**src/rtl/imm_pkg.sv**
```systemverilog
// Shared types and opcode constants for the registered immediate generator.
// Optional illegal-encoding check is enabled with IMM_ILLEGAL_CHK_EN.
package imm_pkg;

   typedef enum logic [2:0] {
      FMT_NONE  = 3'd0,
      FMT_I     = 3'd1,
      FMT_SHAMT = 3'd2,
      FMT_S     = 3'd3,
      FMT_B     = 3'd4,
      FMT_U     = 3'd5,
      FMT_J     = 3'd6
   } imm_fmt_t;

   localparam logic [6:0] OPC_LOAD      = 7'b0000011;
   localparam logic [6:0] OPC_OP_IMM    = 7'b0010011;
   localparam logic [6:0] OPC_OP_IMM_32 = 7'b0011011;
   localparam logic [6:0] OPC_JALR      = 7'b1100111;
   localparam logic [6:0] OPC_STORE     = 7'b0100011;
   localparam logic [6:0] OPC_BRANCH    = 7'b1100011;
   localparam logic [6:0] OPC_LUI       = 7'b0110111;
   localparam logic [6:0] OPC_AUIPC     = 7'b0010111;
   localparam logic [6:0] OPC_JAL       = 7'b1101111;

endpackage

```
**src/rtl/imm_extract.sv**
```systemverilog
// Combinational instruction -> {imm, fmt} decoder at XLEN width.
// IMM_ILLEGAL_CHK_EN adds the illegal-encoding flag output.
module imm_extract
   import imm_pkg::*;
#(
   parameter int XLEN = 32
)
(
   input  logic [31:0]     instr,
   output logic [XLEN-1:0] imm,
   output imm_fmt_t        fmt
`ifdef IMM_ILLEGAL_CHK_EN
   ,
   output logic            illegal
`endif
);

   logic [6:0] opc;
   logic [2:0] funct3;
   logic       wide_shamt;

   assign opc        = instr[6:0];
   assign funct3     = instr[14:12];
   // Only RV64 OP-IMM shifts carry a 6-bit shamt; the W forms stay at 5 bits.
   assign wide_shamt = (XLEN == 64) && (opc == OPC_OP_IMM);

   always_comb begin
      imm = '0;
      fmt = FMT_NONE;
      case (opc)
         OPC_LOAD, OPC_JALR: begin
            fmt = FMT_I;
            imm = XLEN'($signed(instr[31:20]));
         end
         OPC_OP_IMM, OPC_OP_IMM_32: begin
            if (opc == OPC_OP_IMM || XLEN == 64) begin
               if (funct3[1:0] == 2'b01) begin
                  fmt = FMT_SHAMT;
                  imm = XLEN'({wide_shamt & instr[25], instr[24:20]});
               end else begin
                  fmt = FMT_I;
                  imm = XLEN'($signed(instr[31:20]));
               end
            end
         end
         OPC_STORE: begin
            fmt = FMT_S;
            imm = XLEN'($signed({instr[31:25], instr[11:7]}));
         end
         OPC_BRANCH: begin
            fmt = FMT_B;
            imm = XLEN'($signed({instr[31], instr[7], instr[30:25], instr[11:8], 1'b0}));
         end
         OPC_LUI, OPC_AUIPC: begin
            fmt = FMT_U;
            imm = XLEN'($signed({instr[31:12], 12'b0}));
         end
         OPC_JAL: begin
            fmt = FMT_J;
            imm = XLEN'($signed({instr[31], instr[19:12], instr[20], instr[30:21], 1'b0}));
         end
         default: begin
            fmt = FMT_NONE;
            imm = '0;
         end
      endcase
   end

`ifdef IMM_ILLEGAL_CHK_EN
   logic [6:0] shift_hi;

   always_comb begin
      // On RV32 instr[25] sits inside funct7, so a set bit already fails the compare.
      shift_hi = wide_shamt ? {instr[31:26], 1'b0} : instr[31:25];
      illegal  = (fmt == FMT_NONE);
      if (fmt == FMT_SHAMT) begin
         if (funct3[2] == 1'b0) begin
            illegal = (shift_hi != 7'b0000000);
         end else begin
            illegal = (shift_hi != 7'b0000000) && (shift_hi != 7'b0100000);
         end
      end
   end
`endif

endmodule

```
**src/rtl/imm_gen_pipe.sv**
```systemverilog
// Registered immediate generator with a 2-entry valid/ready FIFO and flush.
// IMM_ILLEGAL_CHK_EN adds out_illegal carried with each entry.
module imm_gen_pipe
   import imm_pkg::*;
#(
   parameter int XLEN  = 32,
   parameter int TAG_W = 32
)
(
   input  logic             clk,
   input  logic             reset,
   input  logic             in_valid,
   output logic             in_ready,
   input  logic [31:0]      in_instr,
   input  logic [TAG_W-1:0] in_tag,
   input  logic             flush,
   output logic             out_valid,
   input  logic             out_ready,
   output logic [XLEN-1:0]  out_imm,
   output logic [2:0]       out_fmt,
   output logic [TAG_W-1:0] out_tag
`ifdef IMM_ILLEGAL_CHK_EN
   ,
   output logic             out_illegal
`endif
);

   typedef struct packed {
      logic [XLEN-1:0]  imm;
      imm_fmt_t         fmt;
      logic [TAG_W-1:0] tag;
`ifdef IMM_ILLEGAL_CHK_EN
      logic             illegal;
`endif
   } imm_entry_t;

   logic [XLEN-1:0] ext_imm;
   imm_fmt_t        ext_fmt;
   imm_entry_t      new_entry;
   imm_entry_t      slot_reg [2];
   imm_entry_t      head_reg, head_next;
   logic [1:0]      count_reg, count_next;
   logic            rd_ptr_reg, rd_ptr_next;
   logic            wr_ptr_reg, wr_ptr_next;
   logic [1:0]      slot_we;
   logic            push, pop;

`ifdef IMM_ILLEGAL_CHK_EN
   logic ext_illegal;

   imm_extract #(.XLEN(XLEN)) u_extract (
      .instr   (in_instr),
      .imm     (ext_imm),
      .fmt     (ext_fmt),
      .illegal (ext_illegal)
   );

   always_comb begin
      new_entry         = '0;
      new_entry.imm     = ext_imm;
      new_entry.fmt     = ext_fmt;
      new_entry.tag     = in_tag;
      new_entry.illegal = ext_illegal;
   end

   assign out_illegal = head_reg.illegal;
`else
   imm_extract #(.XLEN(XLEN)) u_extract (
      .instr (in_instr),
      .imm   (ext_imm),
      .fmt   (ext_fmt)
   );

   always_comb begin
      new_entry     = '0;
      new_entry.imm = ext_imm;
      new_entry.fmt = ext_fmt;
      new_entry.tag = in_tag;
   end
`endif

   assign in_ready  = (count_reg < 2'd2);
   assign out_valid = (count_reg != 2'd0);
   assign push      = in_valid & in_ready;
   assign pop       = out_valid & out_ready;

   generate
      for (genvar gi = 0; gi < 2; gi++) begin : g_slot_we
         assign slot_we[gi] = push & ~flush & (wr_ptr_reg == 1'(gi));
      end
   endgenerate

   // The head register preloads whatever entry will sit at rd_ptr next cycle,
   // so outputs come straight from a flop and hold their value when empty.
   always_comb begin
      count_next  = count_reg;
      rd_ptr_next = rd_ptr_reg;
      wr_ptr_next = wr_ptr_reg;
      head_next   = head_reg;
      if (flush) begin
         count_next  = 2'd0;
         rd_ptr_next = 1'b0;
         wr_ptr_next = 1'b0;
      end else begin
         if (push) wr_ptr_next = ~wr_ptr_reg;
         if (pop)  rd_ptr_next = ~rd_ptr_reg;
         count_next = count_reg + 2'(push) - 2'(pop);
         if (count_next != 2'd0) begin
            head_next = slot_we[rd_ptr_next] ? new_entry : slot_reg[rd_ptr_next];
         end
      end
   end

   always_ff @(posedge clk) begin
      if (reset) begin
         count_reg  <= 2'd0;
         rd_ptr_reg <= 1'b0;
         wr_ptr_reg <= 1'b0;
         head_reg   <= '0;
         for (int i = 0; i < 2; i++) slot_reg[i] <= '0;
      end else begin
         count_reg  <= count_next;
         rd_ptr_reg <= rd_ptr_next;
         wr_ptr_reg <= wr_ptr_next;
         head_reg   <= head_next;
         for (int i = 0; i < 2; i++) begin
            if (slot_we[i]) slot_reg[i] <= new_entry;
         end
      end
   end

   assign out_imm = head_reg.imm;
   assign out_fmt = head_reg.fmt;
   assign out_tag = head_reg.tag;

endmodule

```
**config.mk**
```make
export PLATFORM = sky130hd
export DESIGN_NAME = imm_gen_pipe
export DESIGN_NICKNAME = d
export VERILOG_FILES = /design/src/rtl/imm_pkg.sv /design/src/rtl/imm_extract.sv /design/src/rtl/imm_gen_pipe.sv
export SDC_FILE = /design/constraint.sdc
export NUM_CORES = 1
export LEC_CHECK = 0
export ABC_AREA = 1
export ABC_CLOCK_PERIOD_IN_PS = 4500
export BUFFER_PORTS_ARGS = -buffer_cell sky130_fd_sc_hd__buf_4
export CAP_MARGIN = 20
export CELL_PAD_IN_SITES_DETAIL_PLACEMENT = 0
export CELL_PAD_IN_SITES_GLOBAL_PLACEMENT = 1
export CORE_MARGIN = 2
export CORE_UTILIZATION = 31
export DETAILED_ROUTE_END_ITERATION = 16
export GPL_ROUTABILITY_DRIVEN = 0
export PLACE_DENSITY = 0.57
export SLEW_MARGIN = 10
export SYNTH_ARGS = -nofsm -noshare
export SYNTH_HDL_FRONTEND = slang
export SYNTH_SLANG_ARGS = --single-unit
```
**constraint.sdc**
```tcl
create_clock -name clk -period 4.5 [get_ports clk]
set_input_delay 0.9 -clock clk [delete_from_list [all_inputs] [get_ports clk]]
set_output_delay 0.9 -clock clk [all_outputs]
set_load 0.01 [all_outputs]
```
==> results_dict.tcl, run 1 <==
set metrics [dict create \
    dp_hpwl_mm 18.2 \
    ys_types 24 \
    timing.rr.start "count_reg[1]" \
    met2WireLength_mm 14.7 \
    syn_area_sq_um 9860 \
    whs_ns 0.498 \
    grt_usage_pct 18.1 \
    post-cts-setup-buffers 0 \
    htree_levels 1 \
    critPathKind "in -> reg" \
    arrival_ns 3.00 \
    cts_tree "yes" \
    post_dp_cell_area_sq_um 11300 \
    core-area_sq_um 31500 \
    syn_inst 1237 \
    finClkSkew_ns 0.00713 \
    required_ns 4.92 \
    drt_iter0_drc 457 \
    vias_per_cell 4.75 \
    cts_sinks 205 \
    crit_fanout 34 \
    period_minus_slack_ns 2.58 \
    highest_layer "met4" \
    setup_viol 0 \
    wl_met1_mm 14.1 \
    grt_overflow 0 \
    vias 8386 \
    stdcell_area_sq_um 12100 \
    hp-class "reg -> reg" \
    die_area_sq_um 33300 \
    ctsLongestPathBuffers 3 \
    period_share_pct 57.2 \
    worstHoldStart "wr_ptr_reg" \
    maxCapViolations 0 \
    wl_per_cell_microns 17.4 \
    r2r_end "out_fmt[1]" \
    syn-mean-instance-area_sq_um 7.97 \
    initial_core_util_pct 31.3 \
    largest_reg_flops 134 \
    drc 0 \
    clock-root-buffer "clkbuf_16" \
    hold_buffers 0 \
    nNetsFinal 1416 \
    peakVddDrop_uv 254 \
    cp-start-kind "input pin" \
    insertion_delay_ns 0.52 \
    antenna_left 0 \
    leakagePower_nw 5.78 \
    syn-num-nets 1308 \
    r2r_cells 18 \
    layout_commonest_cell "nand2_1" \
    min_to "wr_ptr_reg" \
    max-slew-margin-rel_pct 31.5 \
    route.met3.wl_mm 1.47 \
    port-buffer-count 137 \
    synth.yosys.seq_area_share_pct 55.2 \
    rsz0062_at_grt "no" \
    max_freq_mhz 388 \
    rows 65 \
    rrSetupSlack_ns 1.93 \
    synth_warnings 0 \
    grt_pass1_vias 8073 \
    clkTransAtPathRegs_ns 0.06 \
    die_h_microns 182 \
    synth-seq-cells 205 \
    cp-end-kind "register" \
    status "complete, no violations" \
    final_cell_mix "nand2_1 (379), nand3_1 (175), buf_4 (155), nor2_1 (151), edfxtp_1 (134)" \
    die_x_microns 182 \
    maxSlewViolCount 0 \
    syn2layout_area_growth_pct 22.3 \
    drt_first_pass_iters 5 \
    numCtsBuffers 25 \
    holdPathStages 2 \
    io_pins 138 \
    antenna_cells 0 \
    tns_ns 0 \
    drive_gt1_share_pct 15.5 \
    grt_start_max_net_pins 74 \
    hold_viol 0 \
    antenna_found_initial 0 \
    cts_resized 0 \
    grt_pass1_wl_mm 47.0 \
    wl_mm 30.7 \
    powerDensity_nw_per_um2 415 \
    worst_pin_slew_ns 1.03 \
]
[report_power, final]
group	internal [W]	switching, W	total [W]	leakage (nW)
registers	0.00215	0.0000682	0.00222	2.00
logic	0.000293	0.000499	0.000792	3.39
clock network	0.00121	0.000793	0.00200	0.393
total	0.00365	0.00136	0.00501	5.78
[area by class of cell]
cell class	count	area, sq um
Clock inverter	14	145
Clock buffer	32	662
Multi-Input combinational cell	847	3650
Sequential cell	205	5450
Inverter	106	399
Timing Repair Buffer	160	1260
Tap cell	402	503
Fill cell	3251	19400
[worst max path at each step]
| stage | cells after the start | from | end |
|---|---|---|---|
| 3_3_place_gp | 19 | out_ready | out_tag[20] |
| 3_5_place_dp | 19 | out_ready | out_tag[16] |
| 2_1_floorplan | 4 | reset | slot_reg[1][0] |
| 6_report | 19 | out_ready | out_fmt[1] |
| 5_1_grt | 18 | count_reg[1] | out_tag[20] |
| 4_1_cts | 18 | count_reg[1] | out_fmt[2] |
[synthesized netlist by cell type]
cell type,count,share of area (%)
inv_1,101,3.8
nand3_2,2,0.20
clkbuf_1,35,1.3
buf_4,8,0.61
nor2_1,152,5.8
a31oi_1,1,0.063
edfxtp_1,134,41
dfxtp_1,71,14
nand3_1,175,8.9
nor2_4,1,0.11
clkinv_1,1,0.038
ha_1,2,0.25
inv_2,4,0.15
nand2_1,381,14
o21bai_1,6,0.46
buf_6,3,0.34
o21ai_2,1,0.089
a21oi_1,88,4.5
o21ai_0,34,1.7
buf_1,2,0.076
nor2_2,1,0.063
nand2_4,1,0.11
buf_2,31,1.6
nand2_2,2,0.13
[per-layer routing]
layer / global-route usage (%) / vias to the layer above
met5: 0 / -
met4: 3.39 / 0
met3: 2.67 / 36
met2: 31.2 / 190
met1: 24.4 / 3925
li1: - / 4235
[worst max-delay path: stages]
cell	delay, ns
buf_4	0.13
o21ai_2	0.07
inv_1	0.06
ha_1	0.27
inv_1	0.04
ha_1	0.18
inv_1	0.05
nand2_1	0.05
nand2_1	0.06
nand2_1	0.04
nand2_1	0.07
nand2_1	0.05
nand2_1	0.09
clkinv_2	0.25
buf_4	0.36
nor2_1	0.14
nor2_1	0.05
nand2_1	0.08
inv_1	0.03
[kinds of logic (layout without fill, tap and decap cells)]
family | Yosys count | after routing | share of synthesized area [%]
AND/OR/NAND/NOR | 715 | 715 | 29.8
flip-flops | 205 | 205 | 55.2
adder cells (fa/ha/maj) | 2 | 2 | 0.254
buffers and inverters | 185 | 312 | 7.97
AO/OA/AOI/OAI | 130 | 130 | 6.80
[stage by stage]
stage          setup WS [ns]  util, %  cells  power, W
2_1_floorplan           1.23        -   1237   0.00270
3_3_place_gp            1.42     35.8   1720   0.00307
3_5_place_dp            1.38     35.8   1720   0.00306
4_1_cts                 1.90     38.3   1766   0.00509
5_1_grt                 1.62     38.3   1766   0.00526
6_report                1.92     38.3   1766   0.00501
Power figures use the tool's default switching activity.
==> run 2, diff against run 1 <==
--- a/config.mk
+++ b/config.mk
@@ -6,7 +6,7 @@
 export NUM_CORES = 1
 export LEC_CHECK = 0
 export ABC_AREA = 1
-export ABC_CLOCK_PERIOD_IN_PS = 4500
+export ABC_CLOCK_PERIOD_IN_PS = 2400
 export BUFFER_PORTS_ARGS = -buffer_cell sky130_fd_sc_hd__buf_4
 export CAP_MARGIN = 20
 export CELL_PAD_IN_SITES_DETAIL_PLACEMENT = 0
==> constraint.sdc (replaced) <==
create_clock -name clk -period 2.4 [get_ports clk]
set_input_delay 0.48 -clock clk [delete_from_list [all_inputs] [get_ports clk]]
set_output_delay 0.48 -clock clk [all_outputs]
set_load 0.01 [all_outputs]
==> results_dict.tcl, run 2 (synthesized netlist as in run 1, its figures left out) <==
set metrics [dict create \
    grt_pass1_wl_mm 47.0 \
    dp_hpwl_mm 19.0 \
    rows 65 \
    r2r_cells 16 \
    insertion_delay_ns 0.54 \
    clkTransAtPathRegs_ns 0.06 \
    tns_ns 0 \
    stdcell_area_sq_um 12500 \
    crit_fanout 12 \
    die_area_sq_um 33300 \
    cts_resized 0 \
    grt_usage_pct 18.0 \
    max_freq_mhz 464 \
    maxCapViolations 0 \
    post_dp_cell_area_sq_um 11600 \
    io_pins 138 \
    leakagePower_nw 6.01 \
    cp-start-kind "register" \
    drc 0 \
    dp.cells 1744 \
    layout_commonest_cell "nand2_1" \
    dpl_worst_slack_ns -0.00102 \
    rsz0062_at_grt "no" \
    ctsLongestPathBuffers 3 \
    switching_share_pct 27.0 \
    drive_gt1_share_pct 17.5 \
    die_x_microns 182 \
    grt_start_max_net_pins 43 \
    finalNonFillerCells 1792 \
    timing.rr.start "count_reg[1]" \
    worst_pin_slew_ns 0.489 \
    nNetsFinal 1442 \
    setup_viol 0 \
    powerDensity_nw_per_um2 777 \
    post-cts-setup-buffers 0 \
    hp-class "in -> reg" \
    finClkSkew_ns 0.0151 \
    pwr-share-clk_pct 40.7 \
    largest_reg_flops 134 \
    htree_levels 1 \
    vias 8425 \
    rrSetupSlack_ns 0.24 \
    cp-end-kind "register" \
    use_met2_pct 30.1 \
    postLayoutSetupSlackWorst_ns 0.244 \
    hold_buffers 0 \
    fill_cells 3245 \
    cts_tree "yes" \
    period_minus_slack_ns 2.16 \
    grt_pass1_vias 8136 \
    antenna_left 0 \
    syn2layout_area_growth_pct 26.6 \
    setup.worst_path.start "count_reg[1]" \
    antenna_found_initial 0 \
    max-slew-margin-rel_pct 67.3 \
    wl_mm 30.3 \
    drt_first_pass_iters 5 \
    cts_sinks 205 \
    antenna_cells 0 \
    power.switching_w 0.00262 \
    arrival_ns 2.61 \
    grt_busiest_layer "met2" \
    clock-root-buffer "clkbuf_16" \
    cp-endpoint "out_imm[18]" \
    met3_usage_pct 2.33 \
    die_h_microns 182 \
    final_cell_mix "nand2_1 (378), nand3_1 (175), buf_4 (167), nor2_1 (151), edfxtp_1 (134)" \
    holdPathStages 4 \
    required_ns 2.85 \
    status "complete, no violations" \
    p_int_w 0.00709 \
    combPwrFrac_pct 16.5 \
    hold_viol 0 \
    peakVddDrop_uv 488 \
    critPathKind "reg -> reg" \
    r2r_end "out_imm[18]" \
    wl_per_cell_microns 16.9 \
    core-area_sq_um 31500 \
    drt_iter0_drc 535 \
    initial_core_util_pct 31.3 \
    gr-usage-met1_pct 24.7 \
    numCtsBuffers 25 \
    vias_per_cell 4.70 \
    fin_util_pct 39.7 \
    port-buffer-count 137 \
    maxSlewViolCount 0 \
    grt_overflow 0 \
    p_seq_share_pct 42.8 \
    period_share_pct 89.8 \
]
[run 2: worst min-delay path by stage]
stage	from	end	slack, ns
detailed placement	wr_ptr_reg	wr_ptr_reg	0.48
floorplan	wr_ptr_reg	wr_ptr_reg	0.46
global route	flush	wr_ptr_reg	0.23
CTS	flush	wr_ptr_reg	0.21
global placement	wr_ptr_reg	wr_ptr_reg	0.47
finish	flush	wr_ptr_reg	0.23
[run 2: layout make-up]
cell class | count | area (sq um) | area share, %
Tap cell | 402 | 503 | 4.03
Clock buffer | 31 | 668 | 5.35
Timing Repair Buffer | 186 | 1620 | 13.0
Sequential cell | 205 | 5450 | 43.6
Multi-Input combinational cell | 847 | 3660 | 29.3
Inverter | 106 | 405 | 3.25
Clock inverter | 15 | 188 | 1.50
[run 2: stage by stage]
stage / hold slack, ns / total power [W]
6_report: 0.233 / 0.00970
5_1_grt: 0.229 / 0.0102
4_1_cts: 0.207 / 0.00980
3_5_place_dp: 0.482 / 0.00581
3_3_place_gp: 0.474 / 0.00580
2_1_floorplan: 0.459 / 0.00506
[run 2: layer usage]
layer / vias to the layer above / part of all wire, %
met5: - / 0
met4: 0 / 2.3
met3: 42 / 4.1
met2: 196 / 46
met1: 3902 / 47
li1: 4285 / -
[run 2: power by group through the flow]
stage / Combinational [W] / Clock, W / Sequential [W]
finish: 0.00160 / 0.00395 / 0.00415
global route: 0.00179 / 0.00418 / 0.00418
CTS: 0.00158 / 0.00406 / 0.00416
detailed placement: 0.00158 / 0 / 0.00423
global placement: 0.00158 / 0 / 0.00423
floorplan: 0.000786 / 0 / 0.00428
[run 2: critical path: stages (launching register included)]
cell	delay (ns)
dfxtp_1	0.35
o21ai_2	0.18
inv_1	0.06
ha_1	0.28
inv_1	0.05
ha_1	0.15
inv_1	0.04
nand2_1	0.06
nand2_1	0.05
nand2_1	0.05
nand2_1	0.06
nand2_1	0.10
nand2_4	0.09
inv_8	0.13
buf_6	0.18
o21ai_0	0.10
a21oi_1	0.13
